==> config.mk <==
export PLATFORM = sky130hd
export DESIGN_NAME = mem_port_arbiter_flat
export DESIGN_NICKNAME = d
export VERILOG_FILES = /design/src/rtl/risc_pkg.sv /design/src/rtl/mem_port_arbiter_if.sv /design/src/rtl/mem_port_arbiter_rr_pick2.sv /design/src/rtl/mem_port_arbiter.sv /design/src/flat_wrapper.sv
export SDC_FILE = /design/constraint.sdc
export NUM_CORES = 1
export LEC_CHECK = 0
export ABC_AREA = 0
export BUFFER_PORTS_ARGS = -buffer_cell sky130_fd_sc_hd__buf_4
export CAP_MARGIN = 10
export CORE_MARGIN = 8
export CORE_UTILIZATION = 30
export CTS_BUF_LIST = sky130_fd_sc_hd__clkbuf_8
export DETAILED_ROUTE_END_ITERATION = 6
export SETUP_SLACK_MARGIN = 0.5
export SLEW_MARGIN = 10
export SYNTH_ARGS = -nofsm -noshare
export SYNTH_HDL_FRONTEND = slang
export SYNTH_HIERARCHICAL = 1
export SYNTH_SLANG_ARGS = --single-unit
export TNS_END_PERCENT = 100
==> constraint.sdc <==
create_clock -name clk -period 4.7 [get_ports clk]
set_input_delay 0.47 -clock clk [delete_from_list [all_inputs] [get_ports clk]]
set_output_delay 0.47 -clock clk [all_outputs]
set_load 0.005 [all_outputs]
==> src/rtl/risc_pkg.sv <==
// Shared constants for the risc_cpu memory subsystem.
//   AWIDTH / DWIDTH : program/data memory geometry (32 x 8)
//   IDLE/XFER/ACK   : mem_port_arbiter state encoding
//   CPU / HOST      : requester IDs, also the bit index into request vectors
package risc_pkg;

  localparam int unsigned AWIDTH = 5;
  localparam int unsigned DWIDTH = 8;

  localparam logic [1:0] IDLE = 2'd0;
  localparam logic [1:0] XFER = 2'd1;
  localparam logic [1:0] ACK  = 2'd2;

  localparam logic CPU  = 1'b0;
  localparam logic HOST = 1'b1;

endpackage

==> src/rtl/mem_port_arbiter_if.sv <==
// Bus bundle between the CPU port, the host/loader port, the single-port
// memory and mem_port_arbiter.
//   cpu_*   : CPU request/response (req, wr, addr, wdata / rdata, ack, stall)
//   host_*  : host request/response (req, wr, addr, wdata / rdata, ack), lock
//   mem_*   : memory side (addr, wr, wdata / rdata)
// Modports:
//   master : requesters and memory model (drive requests, memory read data)
//   slave  : the arbiter (drives responses and the memory strobes)
interface mem_port_arbiter_if #(
  parameter int unsigned AWIDTH = risc_pkg::AWIDTH,
  parameter int unsigned DWIDTH = risc_pkg::DWIDTH
);

  logic              cpu_req;
  logic              cpu_wr;
  logic [AWIDTH-1:0] cpu_addr;
  logic [DWIDTH-1:0] cpu_wdata;
  logic [DWIDTH-1:0] cpu_rdata;
  logic              cpu_ack;
  logic              cpu_stall;

  logic              host_req;
  logic              host_wr;
  logic [AWIDTH-1:0] host_addr;
  logic [DWIDTH-1:0] host_wdata;
  logic [DWIDTH-1:0] host_rdata;
  logic              host_ack;
  logic              host_lock;

  logic [AWIDTH-1:0] mem_addr;
  logic              mem_wr;
  logic [DWIDTH-1:0] mem_wdata;
  logic [DWIDTH-1:0] mem_rdata;

  modport master (
    output cpu_req, cpu_wr, cpu_addr, cpu_wdata,
    input  cpu_rdata, cpu_ack, cpu_stall,
    output host_req, host_wr, host_addr, host_wdata, host_lock,
    input  host_rdata, host_ack,
    input  mem_addr, mem_wr, mem_wdata,
    output mem_rdata
  );

  modport slave (
    input  cpu_req, cpu_wr, cpu_addr, cpu_wdata,
    output cpu_rdata, cpu_ack, cpu_stall,
    input  host_req, host_wr, host_addr, host_wdata, host_lock,
    output host_rdata, host_ack,
    output mem_addr, mem_wr, mem_wdata,
    input  mem_rdata
  );

endinterface

==> src/rtl/mem_port_arbiter_rr_pick2.sv <==
// Combinational two-way round-robin picker.
//   req[1:0]  : request vector indexed by requester ID (CPU=0, HOST=1)
//   last      : ID granted most recently
//   gnt_valid : at least one request present
//   gnt_id    : chosen ID; on a tie the requester that is not 'last'
module rr_pick2
  import risc_pkg::*;
(
  input  logic [1:0] req,
  input  logic       last,
  output logic       gnt_valid,
  output logic       gnt_id
);

  always_comb begin
    gnt_valid = |req;
    gnt_id    = CPU;
    if (&req) begin
      gnt_id = ~last;
    end else if (req[HOST]) begin
      gnt_id = HOST;
    end
  end

endmodule

==> src/rtl/mem_port_arbiter.sv <==
// Shares the single-port 32x8 program/data memory between the CPU datapath
// and the host/loader port. One access per IDLE -> XFER -> ACK sequence;
// ties are broken round-robin and host_lock keeps the CPU out of arbitration.
//   clk : system clock, rising edge
//   rst : asynchronous, active-low reset
//   bus : mem_port_arbiter_if.slave (CPU port, host port, memory port)
module mem_port_arbiter #(
  parameter int unsigned AWIDTH = risc_pkg::AWIDTH,
  parameter int unsigned DWIDTH = risc_pkg::DWIDTH
) (
  input  logic               clk,
  input  logic               rst,
  mem_port_arbiter_if.slave  bus
);

  import risc_pkg::*;

  logic [1:0]        state;
  logic              last_grant;
  logic              gnt_id;
  logic [AWIDTH-1:0] lat_addr;
  logic              lat_wr;
  logic [DWIDTH-1:0] lat_wdata;
  logic [DWIDTH-1:0] cpu_rdata_q;
  logic [DWIDTH-1:0] host_rdata_q;

  logic [1:0]        req;
  logic              pick_valid;
  logic              pick_id;

  always_comb begin
    req       = '0;
    req[CPU]  = bus.cpu_req & ~bus.host_lock;
    req[HOST] = bus.host_req;
  end

  rr_pick2 u_pick (
    .req       (req),
    .last      (last_grant),
    .gnt_valid (pick_valid),
    .gnt_id    (pick_id)
  );

  always_ff @(posedge clk or negedge rst) begin
    if (!rst) begin
      state        <= IDLE;
      last_grant   <= HOST;
      gnt_id       <= CPU;
      lat_addr     <= '0;
      lat_wr       <= 1'b0;
      lat_wdata    <= '0;
      cpu_rdata_q  <= '0;
      host_rdata_q <= '0;
    end else begin
      case (state)
        IDLE: begin
          if (pick_valid) begin
            gnt_id     <= pick_id;
            last_grant <= pick_id;
            if (pick_id == HOST) begin
              lat_addr  <= bus.host_addr;
              lat_wr    <= bus.host_wr;
              lat_wdata <= bus.host_wdata;
            end else begin
              lat_addr  <= bus.cpu_addr;
              lat_wr    <= bus.cpu_wr;
              lat_wdata <= bus.cpu_wdata;
            end
            state <= XFER;
          end
        end
        XFER: begin
          // Captured for writes too: returns the pre-write contents.
          if (gnt_id == HOST) begin
            host_rdata_q <= bus.mem_rdata;
          end else begin
            cpu_rdata_q <= bus.mem_rdata;
          end
          state <= ACK;
        end
        ACK:     state <= IDLE;
        default: state <= IDLE;
      endcase
    end
  end

  // Strobe and acks decode from state so an async reset drops them at once.
  assign bus.mem_addr   = lat_addr;
  assign bus.mem_wdata  = lat_wdata;
  assign bus.mem_wr     = (state == XFER) & lat_wr;

  assign bus.cpu_rdata  = cpu_rdata_q;
  assign bus.host_rdata = host_rdata_q;
  assign bus.cpu_ack    = (state == ACK) & (gnt_id == CPU);
  assign bus.host_ack   = (state == ACK) & (gnt_id == HOST);
  assign bus.cpu_stall  = bus.cpu_req & ~((gnt_id == CPU) & (state != IDLE));

endmodule

==> src/flat_wrapper.sv <==
// flat-port wrapper written by rule: the top's interface ports become plain ports
module mem_port_arbiter_flat import risc_pkg::*;
#(
  parameter int unsigned AWIDTH = risc_pkg::AWIDTH,
  parameter int unsigned DWIDTH = risc_pkg::DWIDTH
)
  (clk, rst, bus_cpu_req, bus_cpu_wr, bus_cpu_addr, bus_cpu_wdata, bus_cpu_rdata, bus_cpu_ack, bus_cpu_stall, bus_host_req, bus_host_wr, bus_host_addr, bus_host_wdata, bus_host_lock, bus_host_rdata, bus_host_ack, bus_mem_addr, bus_mem_wr, bus_mem_wdata, bus_mem_rdata);
  mem_port_arbiter_if #(.AWIDTH(AWIDTH), .DWIDTH(DWIDTH)) bus_i ();
  input  logic clk;
  input  logic rst;
  input wire logic [$bits(bus_i.cpu_req)-1:0] bus_cpu_req;
  input wire logic [$bits(bus_i.cpu_wr)-1:0] bus_cpu_wr;
  input wire logic [$bits(bus_i.cpu_addr)-1:0] bus_cpu_addr;
  input wire logic [$bits(bus_i.cpu_wdata)-1:0] bus_cpu_wdata;
  output wire logic [$bits(bus_i.cpu_rdata)-1:0] bus_cpu_rdata;
  output wire logic [$bits(bus_i.cpu_ack)-1:0] bus_cpu_ack;
  output wire logic [$bits(bus_i.cpu_stall)-1:0] bus_cpu_stall;
  input wire logic [$bits(bus_i.host_req)-1:0] bus_host_req;
  input wire logic [$bits(bus_i.host_wr)-1:0] bus_host_wr;
  input wire logic [$bits(bus_i.host_addr)-1:0] bus_host_addr;
  input wire logic [$bits(bus_i.host_wdata)-1:0] bus_host_wdata;
  input wire logic [$bits(bus_i.host_lock)-1:0] bus_host_lock;
  output wire logic [$bits(bus_i.host_rdata)-1:0] bus_host_rdata;
  output wire logic [$bits(bus_i.host_ack)-1:0] bus_host_ack;
  output wire logic [$bits(bus_i.mem_addr)-1:0] bus_mem_addr;
  output wire logic [$bits(bus_i.mem_wr)-1:0] bus_mem_wr;
  output wire logic [$bits(bus_i.mem_wdata)-1:0] bus_mem_wdata;
  input wire logic [$bits(bus_i.mem_rdata)-1:0] bus_mem_rdata;
  assign bus_i.cpu_req = bus_cpu_req;
  assign bus_i.cpu_wr = bus_cpu_wr;
  assign bus_i.cpu_addr = bus_cpu_addr;
  assign bus_i.cpu_wdata = bus_cpu_wdata;
  assign bus_cpu_rdata = bus_i.cpu_rdata;
  assign bus_cpu_ack = bus_i.cpu_ack;
  assign bus_cpu_stall = bus_i.cpu_stall;
  assign bus_i.host_req = bus_host_req;
  assign bus_i.host_wr = bus_host_wr;
  assign bus_i.host_addr = bus_host_addr;
  assign bus_i.host_wdata = bus_host_wdata;
  assign bus_i.host_lock = bus_host_lock;
  assign bus_host_rdata = bus_i.host_rdata;
  assign bus_host_ack = bus_i.host_ack;
  assign bus_mem_addr = bus_i.mem_addr;
  assign bus_mem_wr = bus_i.mem_wr;
  assign bus_mem_wdata = bus_i.mem_wdata;
  assign bus_i.mem_rdata = bus_mem_rdata;
  mem_port_arbiter #(.AWIDTH(AWIDTH), .DWIDTH(DWIDTH)) u_core (.clk(clk), .rst(rst), .bus(bus_i));
endmodule
==> results.py, run 1 <==
metrics = {
    "critical_path": {
        "r2r_slack_ns": 2.86,
        "crit_path_end_kind": "register",
        "arrival_ns": 2.04,
        "crit_type": "in2reg",
        "critPathRequiredTime_ns": 4.87,
        "startpoint_type": "input port",
        "cp_max_fo": 11,
    },
    "sta": {
        "fmax_ghz": 0.5320,
        "fin_crit_ns": 1.880,
        "setup_violations": 0,
        "max_slew_margin": 0.3602,
        "whs_ns": 0.1284,
        "drv_slew": 0,
        "fin_ws_ns": 2.820,
        "worstMarginPinSlew_ns": 0.9587,
        "hold_viol_final": 0,
        "rsz0062_at_grt": "false",
        "clock_skew_ns": 0.004328,
        "post-route-period-util": 0.3999,
        "timing.setup.tns_ns": 0,
    },
    "routing": {
        "wl_um": 3679,
        "drt_iter0_markers": 21,
        "vias_per_cell": 4.332,
        "wire_per_inst_um": 15.08,
        "dr_total_vias": 1057,
        "ant_nets": 0,
        "drt_first_pass_iters": 2,
        "route.detailed.drc": 0,
    },
    "power": {
        "p_int_mw": 0.9670,
        "pwr-share-clk": 0.161,
        "p_per_area_nw_per_um2": 606.7,
        "swShare": 0.2923,
        "p_sw_mw": 0.3993,
        "power_frac_seq": 0.405,
        "power_frac_comb": 0.434,
        "peakVddDrop_uv": 198.6,
        "power_mw": 1.366,
        "p_leak_nw": 1.058,
    },
    "clock_tree": {
        "post-cts-setup-buffers": 0,
        "clk_pin_slew_worst_paths_ns": 0.07,
        "root_buffer": "clkbuf_8",
        "ctsLongestPathBuffers": 2,
        "clock-sinks": 34,
        "cts_tree": "done",
        "hold_buffers": 0,
        "cts_resized": 0,
        "ctsHtreeMaxLevel": 2,
        "clock_latency_ns": 0.28,
        "cts_buffers": 5,
    },
    "place": {
        "dp_hpwl_um": 2935,
        "portBuffers": 73,
        "placement.cell_area_um2": 2157,
        "gp_congestion": 0.6969,
        "pre_cts_ws_ns": 2.507,
    },
    "run": {
        "cap_violations": 0,
    },
    "global_route": {
        "grt_use_total": 0.1001,
        "antenna_found_initial": 0,
        "grt_pass1_vias": 1274,
        "grt_start_max_net_pins": 35,
        "grt_pass1_wl_um": 5989,
        "grt.overflow.total": 0,
    },
    "synthesis": {
        "async_reset_ff_frac": 1.000,
        "ys_seq_area_frac": 0.5479,
        "yosys-top-cells-area": "dfrtp_1, mux2_2, mux2_4",
        "yosys_warnings": 6,
        "synth_top_flop_cell": "dfrtp_1",
        "synth_edf_count": 0,
        "synth_most_common_cell": "mux2_2",
        "synthTopCellsByCount": "mux2_2, dfrtp_1, mux2_4",
        "syn_area_um2": 1555,
        "synthCells": 96,
        "avgSynthCellArea_um2": 16.20,
        "yosysTopAreaCellShare": 0.5310,
        "synth.distinct_cells": 17,
        "synth_top_area_cell": "dfrtp_1",
        "synth_seq_cells": 34,
        "synth_nets": 137,
    },
    "floorplan": {
        "die-area_um2": 7744,
        "die_x_um": 88,
        "rows": 26,
        "core_area_um2": 5042,
        "start_util": 0.3084,
        "die_h_um": 88,
        "ioPinCount": 74,
    },
    "cells_and_area": {
        "n_antenna_cell": 0,
        "nets": 214,
        "area_delta_synth_final_pct": 44.81,
        "final_cell_area_um2": 2252,
        "drive_above_1_share": 0.7644,
    },
    "hold_path": {
        "hold_class": "in2async",
    },
    "run_status": {
        "status": "finished clean",
    },
}
==> cell usage in the layout (no fill, tap or decap) <==
| master | instances |
|---|---|
| a21boi_1 | 1 |
| mux2_4 | 9 |
| o21a_1 | 1 |
| nand3b_2 | 1 |
| nor3b_1 | 1 |
| clkbuf_8 | 6 |
| or2_1 | 1 |
| nor3b_4 | 2 |
| and2_1 | 1 |
| dfrtp_1 | 33 |
| nor2b_1 | 2 |
| and3b_2 | 1 |
| clkinvlp_4 | 1 |
| dfstp_2 | 1 |
| buf_4 | 74 |
| nor2_1 | 1 |
| mux2_2 | 37 |
| clkinv_2 | 1 |
==> state kept, by name, summed over array words and instances, names as in the netlist <==
name                   count
u_core/bus.cpu_rdata       8
u_core/bus.host_rdata      8
u_core/bus.mem_wdata       8
u_core/bus.mem_addr        5
u_core/state               2
u_core/gnt_id              1
u_core/last_grant          1
u_core/lat_wr              1
==> routing by layer <==
metal  routed length, µm  global-route usage  share of wire
met4                  42             0.03281          0.011
met1                1538              0.1138           0.42
met2                1611              0.1525           0.44
met3                 487             0.05910           0.13
met5                   0                   0              0
==> worst max-delay path, stage by stage <==
cell	delay, ns
buf_4	0.11
nor2b_1	0.13
a21boi_1	0.42
buf_4	0.29
mux2_2	0.36
mux2_4	0.26
==> power groups by stage <==
stage | Clock (mW) | Combinational (mW) | Sequential, mW
4_1_cts | 0.228 | 0.609 | 0.557
6_report | 0.220 | 0.592 | 0.554
3_5_place_dp | 0 | 0.609 | 0.559
5_1_grt | 0.244 | 0.643 | 0.577
2_1_floorplan | 0 | 0.325 | 0.544
3_3_place_gp | 0 | 0.594 | 0.555
==> final timing paths <==
path | start | endpoint | cells after the start
max in group asynchronous | rst | u_core/last_grant | 1
min in group clk | bus_mem_rdata[4] | u_core/bus.host_rdata[4] | 2
worst max-delay path | bus_cpu_req | u_core/bus.mem_addr[2] | 6
worst max register to register | u_core/last_grant | u_core/bus.mem_addr[2] | 4
worst min-delay path | rst | u_core/state[1] | 1
worst min register to register | u_core/lat_wr | u_core/lat_wr | 1
==> layout make-up <==
type	count	area, µm²
fill	481	2790
sequential	34	852.1
multi-input combinational	58	661.9
timing repair buffer	74	555.5
tap	70	87.58
clock buffer	6	82.58
clock inverter	2	12.51
==> kinds of logic (layout without fill, tap and decap cells) <==
family / count (synthesis) / in the layout / share of synthesized area
AOI/OAI and AO/OA: 2 / 2 / 0.009658
buffers and inverters: 4 / 82 / 0.02655
DFF: 34 / 34 / 0.5479
muxes: 46 / 46 / 0.3548
and+or+nand+nor: 10 / 10 / 0.06115
==> metrics by stage <==
step                utilization  instances
CTS                      0.4467        244
finish                   0.4467        244
global placement         0.4278        236
floorplan                     -         96
detailed placement       0.4278        236
global route             0.4467        244
No activity file was read; power rests on OpenSTA's default activity.
==> run 2, diff against run 1 <==
clock period = 1.6 ns   (was 4.7 ns; I/O delays follow)
==> run 2 against run 1 <==
Net effect: sequential share of layout area down 4.5 points; sequential power rose to 3.0 times the previous value; global-route usage up 0.95 points; power rose to 3.4 times the previous value; first-iteration DRC count up 24%; routed wire length up 14%; count of clock-buffer cells in the layout unchanged; critical path depth down 2; die area unchanged; cell count up 5.3%; register-to-register slack worse by 2.7 ns; critical path type is now reg2reg; critical endpoint is now u_core/bus.mem_addr[1]; largest cell class unchanged.
==> results.py, run 2 (same netlist as run 1, synthesis figures left out) <==
metrics = {
    "cells_and_area": {
        "drive_above_1_share": 0.8075,
        "n_fill_cell": 446,
        "area_delta_synth_final_pct": 64.92,
        "n_antenna_cell": 0,
        "post-route-util": 0.5087,
        "layout_commonest_cell": "buf_4",
        "nets": 227,
        "final_cell_mix": "buf_4, mux2_4, dfrtp_1, mux2_2, buf_6",
    },
    "global_route": {
        "grt_use_total": 0.1096,
        "grt.overflow.total": 0,
        "antenna_found_initial": 0,
        "grt_pass1_vias": 1317,
        "grt_pass1_wl_um": 6575,
        "grt_start_max_net_pins": 35,
    },
    "critical_path": {
        "critPathRequiredTime_ns": 1.77,
        "worst_path_max_delay_cell": "dfstp_2",
        "cp_max_fo": 8,
        "rr_worst_depth": 4,
        "crit_path_end_kind": "register",
        "r2r_slack_ns": 0.15,
        "crit_type": "reg2reg",
        "r2r-end": "u_core/bus.mem_addr[1]",
        "cp_top_family": "multiplexers",
        "arrival_ns": 1.62,
        "r2r_start": "u_core/last_grant",
        "crit_chain": "a21boi_4 > buf_6 > mux2_2 > mux2_4",
        "cp.buffers_inverters": 1,
        "startpoint_type": "register",
        "critPathMaxStageDelay_ns": 0.39,
    },
    "hold_path": {
        "min_to": "u_core/bus.cpu_rdata[6]",
        "hold_depth": 2,
        "min_from": "bus_mem_rdata[6]",
        "hold_class": "in2reg",
    },
    "power": {
        "p_leak_nw": 1.279,
        "peakVddDrop_uv": 770.9,
        "p_per_area_nw_per_um2": 1835,
    },
    "clock_tree": {
        "clock-sinks": 34,
        "ctsHtreeMaxLevel": 2,
        "cts_tree": "done",
        "root_buffer": "clkbuf_8",
        "clk_pin_slew_worst_paths_ns": 0.06,
        "cts_buffers": 5,
        "clock_latency_ns": 0.28,
        "ctsLongestPathBuffers": 2,
    },
    "place": {
        "gp_congestion": 0.7016,
        "portBuffers": 73,
        "dp_hpwl_um": 2897,
    },
    "floorplan": {
        "ioPinCount": 74,
        "start_util": 0.3084,
        "core_area_um2": 5042,
        "rows": 26,
        "die_x_um": 88,
        "die_h_um": 88,
        "die-area_um2": 7744,
    },
    "routing": {
        "drt_iter0_markers": 26,
        "wire_per_inst_um": 16.25,
        "wl_um": 4177,
        "drt_first_pass_iters": 2,
        "ant_nets": 0,
        "route.detailed.drc": 0,
        "dr_total_vias": 1131,
        "vias_per_cell": 4.401,
    },
    "run": {
        "cap_violations": 0,
    },
    "sta": {
        "clock_skew_ns": 0.002430,
        "setup_violations": 0,
        "fin_crit_ns": 1.447,
        "worstMarginPinSlew_ns": 0.4263,
        "max_slew_margin": 0.7158,
        "timing.setup.tns_ns": 0,
        "drv_slew": 0,
        "fmax_ghz": 0.6909,
        "hold_viol_final": 0,
        "post-route-period-util": 0.9046,
        "rsz0062_at_grt": "true",
    },
    "run_status": {
        "status": "finished clean",
    },
}
-- run 2: cell count changes in the layout (fill, tap and decap cells not counted), sizes merged --
cell	delta
inv	+1
buf	+11
clkbuf	+1
clkinvlp	-1
dlygate4sd3	+1
-- run 2: report_power, final --
| group | switching, mW | leakage, nW | internal [mW] | total [mW] |
|---|---|---|---|---|
| Sequential | 0.334 | 0.395 | 1.32 | 1.66 |
| Combinational | 0.717 | 0.831 | 1.70 | 2.42 |
| Clock | 0.294 | 0.0524 | 0.340 | 0.635 |
-- run 2: worst max path at each step --
stage	start	endpoint	depth (start not counted)
final	u_core/last_grant	u_core/bus.mem_addr[1]	4
after global routing	u_core/last_grant	u_core/bus.mem_addr[1]	4
after CTS	u_core/last_grant	u_core/bus.mem_addr[1]	4
after detailed placement	bus_cpu_req	u_core/bus.mem_addr[1]	6
after global placement	bus_cpu_req	u_core/bus.mem_addr[4]	6
after floorplan	u_core/last_grant	u_core/bus.mem_addr[0]	5
-- run 2: layer usage --
metal | routed length (µm) | vias up | track usage | part of all wire
met5 | 0 | - | 0 | 0
met4 | 44 | 0 | 0.02969 | 0.011
met3 | 432 | 5 | 0.05535 | 0.10
met2 | 1935 | 53 | 0.1819 | 0.46
met1 | 1764 | 552 | 0.1203 | 0.42
li1 | - | 521 | - | -
-- run 2: cell type report --
type	count	area [µm²]	share of cell area
sequential	34	855.8	0.3337
multi-input combinational	58	787.0	0.3068
timing repair buffer	87	743.2	0.2898
tap	70	87.58	0.03415
clock buffer	6	82.58	0.03220
clock inverter	2	8.758	0.003415
-- run 2: metrics by stage --
stage	instance area (µm²)	hold WS, ns	cells	worst slack, ns	power, mW
final	2565	0.1170	257	0.1526	4.707
after global routing	2565	0.1095	257	0.1120	5.002
after CTS	2466	0.1086	253	0.1496	4.528
after detailed placement	2226	0.1343	238	0.07311	3.592
after global placement	2226	0.1307	238	0.1059	3.543
after floorplan	1605	-0.1356	96	0.1291	2.675
-- run 2: what timing repair did --
item | CTS | global route
cloned | 2 | 1
resized for setup | 21 | 14
endpoints found under the setup margin | 36 | 36
endpoints found under the hold margin | 33 | 0
buffers inserted | 4 | 3
hold buffers | 1 | 0
pin swaps | 2 | 2
